<file path="src/rtl/imm_pack_if.sv">
// Request/response stream bundle for imm_pack: immediate-pack requests in,
// packed instruction words with byte addresses out.
interface imm_pack_if #(
  parameter int ADDR_W = 32
);
  logic              in_valid;
  logic              in_ready;
  logic [1:0]        in_imm_src;
  logic [31:0]       in_base;
  logic [31:0]       in_imm;
  logic              out_valid;
  logic              out_ready;
  logic [31:0]       out_instr;
  logic [ADDR_W-1:0] out_addr;

  modport master (
    output in_valid, in_imm_src, in_base, in_imm, out_ready,
    input  in_ready, out_valid, out_instr, out_addr
  );

  modport slave (
    input  in_valid, in_imm_src, in_base, in_imm, out_ready,
    output in_ready, out_valid, out_instr, out_addr
  );
endinterface

</file>
<file path="src/rtl/imm_pack.sv">
// Immediate packer: range-checks a signed immediate, scatters it into the
// class-specific fields of a base instruction and queues it with a byte address.
module imm_pack #(
  parameter int                DEPTH      = 4,
  parameter int                ADDR_W     = 32,
  parameter logic [ADDR_W-1:0] RESET_ADDR = '0
) (
  input  logic              clk,
  input  logic              rst_n,
  imm_pack_if.slave         bus,
  input  logic              addr_load,
  input  logic [ADDR_W-1:0] addr_load_val,
  input  logic              flush,
  output logic              range_err,
  output logic [7:0]        err_count
);

  localparam int PTR_W = (DEPTH > 1) ? $clog2(DEPTH) : 1;
  localparam int CNT_W = PTR_W + 1;

  logic [31:0]       instr_mem [DEPTH];
  logic [ADDR_W-1:0] addr_mem  [DEPTH];

  logic [PTR_W-1:0]  wr_ptr_reg, rd_ptr_reg;
  logic [CNT_W-1:0]  count_reg;
  logic [ADDR_W-1:0] wr_addr_reg, wr_addr_next;
  logic              ready_en_reg;
  logic              range_err_reg;
  logic [7:0]        err_count_reg;

  logic              accept, legal, push, pop, reject;
  logic [11:0]       imm_v;
  logic [31:0]       pack_word;

  // in_ready is held low during reset and for the edge that releases it
  assign bus.in_ready = ready_en_reg && (count_reg != CNT_W'(DEPTH)) && !flush;
  assign accept       = bus.in_valid && bus.in_ready;
  assign legal        = (&bus.in_imm[31:11]) || !(|bus.in_imm[31:11]);
  assign push         = accept && legal;
  assign reject       = accept && !legal;
  assign pop          = bus.out_valid && bus.out_ready && !flush;

  assign imm_v = bus.in_imm[11:0];

  always_comb begin
    pack_word = bus.in_base;
    case (bus.in_imm_src)
      2'b00: pack_word[31:20] = imm_v[11:0];
      2'b01: begin
        pack_word[31:25] = imm_v[11:5];
        pack_word[11:7]  = imm_v[4:0];
      end
      2'b10: begin
        pack_word[31]    = imm_v[11];
        pack_word[7]     = imm_v[10];
        pack_word[30:25] = imm_v[9:4];
        pack_word[11:8]  = imm_v[3:0];
      end
      default: begin
        pack_word[12]    = imm_v[11];
        pack_word[20]    = imm_v[10];
        pack_word[30:21] = imm_v[9:0];
      end
    endcase
  end

  // addr_load wins over the post-enqueue increment; the enqueued word keeps the old tag
  always_comb begin
    wr_addr_next = wr_addr_reg;
    if (addr_load)
      wr_addr_next = addr_load_val & ~ADDR_W'(3);
    else if (push)
      wr_addr_next = wr_addr_reg + ADDR_W'(4);
  end

  always_ff @(posedge clk) begin
    if (push) begin
      instr_mem[wr_ptr_reg] <= pack_word;
      addr_mem[wr_ptr_reg]  <= wr_addr_reg;
    end
  end

  always_ff @(posedge clk or negedge rst_n) begin
    if (!rst_n) begin
      wr_ptr_reg    <= '0;
      rd_ptr_reg    <= '0;
      count_reg     <= '0;
      wr_addr_reg   <= RESET_ADDR;
      ready_en_reg  <= 1'b0;
      range_err_reg <= 1'b0;
      err_count_reg <= '0;
    end else begin
      ready_en_reg  <= 1'b1;
      wr_addr_reg   <= wr_addr_next;
      range_err_reg <= reject;
      if (reject && (err_count_reg != 8'hFF))
        err_count_reg <= err_count_reg + 8'd1;

      if (flush) begin
        wr_ptr_reg <= '0;
        rd_ptr_reg <= '0;
        count_reg  <= '0;
      end else begin
        if (push)
          wr_ptr_reg <= wr_ptr_reg + PTR_W'(1);
        if (pop)
          rd_ptr_reg <= rd_ptr_reg + PTR_W'(1);
        if (push && !pop)
          count_reg <= count_reg + CNT_W'(1);
        else if (pop && !push)
          count_reg <= count_reg - CNT_W'(1);
      end
    end
  end

  assign bus.out_valid = (count_reg != '0);
  assign bus.out_instr = bus.out_valid ? instr_mem[rd_ptr_reg] : '0;
  assign bus.out_addr  = bus.out_valid ? addr_mem[rd_ptr_reg]  : '0;
  assign range_err     = range_err_reg;
  assign err_count     = err_count_reg;

endmodule
</file>
<file path="src/flat_wrapper.sv">
// flat-port wrapper written by rule: the top's interface ports become plain ports
module imm_pack_flat 
#(
  parameter int                DEPTH      = 4,
  parameter int                ADDR_W     = 32,
  parameter logic [ADDR_W-1:0] RESET_ADDR = '0
)
  (clk, rst_n, addr_load, addr_load_val, flush, range_err, err_count, bus_in_valid, bus_in_imm_src, bus_in_base, bus_in_imm, bus_out_ready, bus_in_ready, bus_out_valid, bus_out_instr, bus_out_addr);
  imm_pack_if #(.ADDR_W(ADDR_W)) bus_i ();
  input  logic clk;
  input  logic rst_n;
  input  logic addr_load;
  input  logic [ADDR_W-1:0] addr_load_val;
  input  logic flush;
  output logic range_err;
  output logic [7:0] err_count;
  input wire logic [$bits(bus_i.in_valid)-1:0] bus_in_valid;
  input wire logic [$bits(bus_i.in_imm_src)-1:0] bus_in_imm_src;
  input wire logic [$bits(bus_i.in_base)-1:0] bus_in_base;
  input wire logic [$bits(bus_i.in_imm)-1:0] bus_in_imm;
  input wire logic [$bits(bus_i.out_ready)-1:0] bus_out_ready;
  output wire logic [$bits(bus_i.in_ready)-1:0] bus_in_ready;
  output wire logic [$bits(bus_i.out_valid)-1:0] bus_out_valid;
  output wire logic [$bits(bus_i.out_instr)-1:0] bus_out_instr;
  output wire logic [$bits(bus_i.out_addr)-1:0] bus_out_addr;
  assign bus_i.in_valid = bus_in_valid;
  assign bus_i.in_imm_src = bus_in_imm_src;
  assign bus_i.in_base = bus_in_base;
  assign bus_i.in_imm = bus_in_imm;
  assign bus_i.out_ready = bus_out_ready;
  assign bus_in_ready = bus_i.in_ready;
  assign bus_out_valid = bus_i.out_valid;
  assign bus_out_instr = bus_i.out_instr;
  assign bus_out_addr = bus_i.out_addr;
  imm_pack #(.DEPTH(DEPTH), .ADDR_W(ADDR_W), .RESET_ADDR(RESET_ADDR)) u_core (.clk(clk), .rst_n(rst_n), .bus(bus_i), .addr_load(addr_load), .addr_load_val(addr_load_val), .flush(flush), .range_err(range_err), .err_count(err_count));
endmodule
</file>
<file path="config.mk">
export PLATFORM = sky130hd
export DESIGN_NAME = imm_pack_flat
export DESIGN_NICKNAME = d
export VERILOG_FILES = /design/src/rtl/imm_pack_if.sv /design/src/rtl/imm_pack.sv /design/src/flat_wrapper.sv
export SDC_FILE = /design/constraint.sdc
export NUM_CORES = 1
export LEC_CHECK = 0
export CAP_MARGIN = 30
export CORE_MARGIN = 5
export CORE_UTILIZATION = 49
export DETAILED_ROUTE_END_ITERATION = 16
export GPL_ROUTABILITY_DRIVEN = 1
export PLACE_DENSITY = 0.84
export SYNTH_ARGS = -nofsm -noshare
export SYNTH_HDL_FRONTEND = slang
export SYNTH_SLANG_ARGS = --single-unit
</file>
<file path="constraint.sdc">
create_clock -name clk -period 3 [get_ports clk]
set_input_delay 0.6 -clock clk [delete_from_list [all_inputs] [get_ports clk]]
set_output_delay 0.6 -clock clk [all_outputs]
set_load 0.005 [all_outputs]
</file>
==> results.md <==
- Largest net degree at the start of global routing: 41
- CTS tree: done
- Post-synthesis cell count: 743
- Vias after detailed routing: 7,173
- Yosys warns: 0
- Post-synthesis mux area share: 12.42%
- Final WL: 27.22 mm
- Antenna Cells: 0
- WL/cell: 20.85 um
- Top Ports: 179
- Rows: 58
- Cell with the most instances after synthesis: edfxtp_1
- Area leader, netlist: edfxtp_1
- Measured slew at the worst slew-check pin: 719.6 ps
- Vias per inst: 5.492
- Antenna violations before repair: 0
- Share of cells above drive strength 1: 20.90%
- Slew Viols, Final: 0
- P&R area growth vs syn: 29.08%
- HPWL after detailed placement: 17.59 mm
- Largest family of logic cells by synthesized area: multiplexers
- WP data arrival: 2330 ps
- Placement Cell Area: 14,820 um2
- Max Fclk: 341.1 MHz
- Adder-Cell Fraction of Synth Area: 1.162%
- Root Buffer: clkbuf_16
- Outcome: complete, no violations
- Layout Skew: 14.37 ps
- H-tree levels: 1
- Pwr dens: 711.2 nW/um2
- Max reg flops: 128
- CTS Buffer Depth: 3
- Sw Ratio: 24.80%
- Synth Area in Compound Gates: 2.493%
- Drt first-iter violations: 441
- CP top delay family: buffers and inverters
- First-pass GRT wire length: 42.60 mm
- Avg Cell Area, Syn: 16.82 um2
- Routing usage on met3: 2.539%
- Crit path launch type: flop
- Crit path cell chain: buf_4, buf_12, buf_4, mux4_2, and2_1, dlygate4sd2_1
- DRT Pass-1 Iters: 5
- Simple-Gate Fraction of Synth Area: 10.29%
- Clock share of power: 32.9%
- Register area share after synthesis: 69.02%
- Unique cell type count in the Yosys netlist: 45
- Die W: 169.7 um
- Routability Congestion: 0.8267
- Int Power: 8.626 mW
- WS Path Type: flop to output pin
- Top Usage Layer GRT: met2
- Die height: 169.7 um
- Met2 usage: 33.09%
- GRT overflow: 0
- Final Critical Period: 2932 ps
- Yosys top cell area share: 59.60%
- Vias in the first global route: 7,703
- Psw: 2.845 mW
- Endpoints failing hold: 0
- Critical Path RT: 2400 ps
- Post-layout instance area: 16,130 um2
- Final setup vio count: 0
- Die area: 28,790 um2
- I/O Buffers: 168
- Max FO, Critical Path: 6
- Worst-Skew Late Latency: 540 ps
- CP Capture Type: output pin
- Maxcap violations: 0
- Synth async-reset ratio: 15.93%
- Antenna viol nets, final: 0
- Cts hold-fix bufs: 0
- Seq cells post-synth: 295
- Clock sink total: 295
- Synth area leaders: edfxtp_1, mux4_2, dfrtp_1, and2_1, xnor2_1
- DRC Markers: 0
- XOR/XNOR share of the synthesized area: 2.874%
- Logic pwr share: 25.9%
- EDFF count, synth: 248
- Top post-synthesis cells by count: edfxtp_1, and2_1, mux4_2, nand2_1, dfrtp_1
- Crit path top cell by count: buf_4
- Initial Util: 49.62%
- Final period util: 97.73%
- Core box area: 25,180 um2
- Synth Flop Type: edfxtp_1
- Leakage: 5.886 nW
- Part of the power in registers: 41.2%
- Synth Cell Area: 12,490 um2
- GR Util met1: 24.64%
- RSZ-0062 raised after global routing: yes
- CP peak stage delay: 510 ps
- TNS Setup: 0 ps
- Slew HR: 52.03%
- Crit path buffers/inverters: 4
- Worst-path clk slew: 60 ps
- Total CTS buffers: 30
- Worst path slowest cell: dfrtp_4
- IR drop worst, VDD: 0.0004202 V
- Total power: 11.47 mW
- Worst min-delay path category: primary input to asynchronous set/reset pin
- GRT Resource Usage Total: 18.85%
- Final #Nets: 1,069
==> metrics by stage <==
step | hold WS, ps | util [%] | instances | setup slack [ps]
6_report | 114.1 | 64.05 | 1306 | 68.17
5_1_grt | 167.4 | 64.05 | 1306 | -0.4525
4_1_cts | 124.4 | 63.31 | 1299 | -84.10
3_5_place_dp | 511.9 | 58.85 | 1236 | -154.7
3_3_place_gp | 488.8 | 58.85 | 1236 | -35.23
2_1_floorplan | 304.4 | - | 744 | 86.49
==> cell families (layout without fill, tap and decap cells) <==
family	Yosys count	in the layout
simple gates	217	217
other cells	2	3
compound gates	54	54
flops	295	295
buf+inv	47	279
mux	76	76
fa+ha+maj	11	11
xor+xnor	41	41
==> cell type report <==
class	instances	area, um2
clock buffers	36	824.5
clock inverters	18	193.9
fillers	1761	9054
inverters	7	26.28
multi-input cells	402	3681
flip-flops and latches	295	8628
well taps	330	412.9
repair buffers	218	2361
==> worst paths after layout <==
path	start	to	slack, ps	cells after the start
max	u_core.rd_ptr_reg[0]$_DFFE_PN0P_	bus_out_addr[8]	70	6
min	rst_n	u_core.wr_addr_reg[8]$_DFFE_PN0N_	110	1
max reg2reg	u_core.count_reg[1]$_DFFE_PN0P_	u_core.count_reg[1]$_DFFE_PN0P_	570	7
min reg2reg	u_core.err_count[5]$_DFFE_PN0P_	u_core.err_count[5]$_DFFE_PN0P_	520	1
max in group asynchronous	rst_n	u_core.wr_addr_reg[24]$_DFFE_PN0N_	2260	2
min in group clk	u_core.err_count[5]$_DFFE_PN0P_	u_core.err_count[5]$_DFFE_PN0P_	520	1
==> power groups by stage <==
stage                     clock, mW  sequential [mW]  combinational [mW]
final                          3.78             4.73                2.97
after global routing           4.03             4.74                3.24
after CTS                      3.85             4.72                2.92
after detailed placement          0             4.82                2.84
after global placement            0             4.81                2.81
after floorplan                   0             4.75                1.38
==> metal layers <==
layer  up-vias  routed length (um)
met5         -                   0
met4         0                 714
met3        49                1277
met2       188               14310
met1      3655               10920
li1       3281                   -
==> repair_timing <==
item                                    CTS  global route
hold endpoints to repair                  0             0
resized for setup                        42            28
setup buffers                             7             4
cloned                                    2             3
endpoints found under the setup margin   61            27
==> layout by cell type, fill, tap and decap left out, types with 10 or more instances in the layout <==
| cell | synthesis | final |
|---|---|---|
| edfxtp_1 | 248 | 248 |
| a22oi_1 | 10 | 10 |
| nor4_2 | 11 | 11 |
| nor3_1 | 13 | 13 |
| and2_1 | 68 | 62 |
| dlygate4sd2_1 | 0 | 37 |
| nand2_1 | 52 | 52 |
| dlymetal6s2s_1 | 0 | 23 |
| nand3_1 | 11 | 11 |
| buf_12 | 0 | 13 |
| o21ai_1 | 24 | 24 |
| clkbuf_16 | 0 | 34 |
| xnor2_1 | 36 | 36 |
| nand4_1 | 13 | 13 |
| ha_1 | 10 | 10 |
| buf_4 | 2 | 29 |
| mux4_2 | 62 | 62 |
| nor2_1 | 18 | 18 |
| mux2_2 | 11 | 11 |
| clkdlybuf4s50_1 | 0 | 105 |
| dfrtp_1 | 47 | 45 |
No activity file was read; power rests on OpenSTA's default activity.
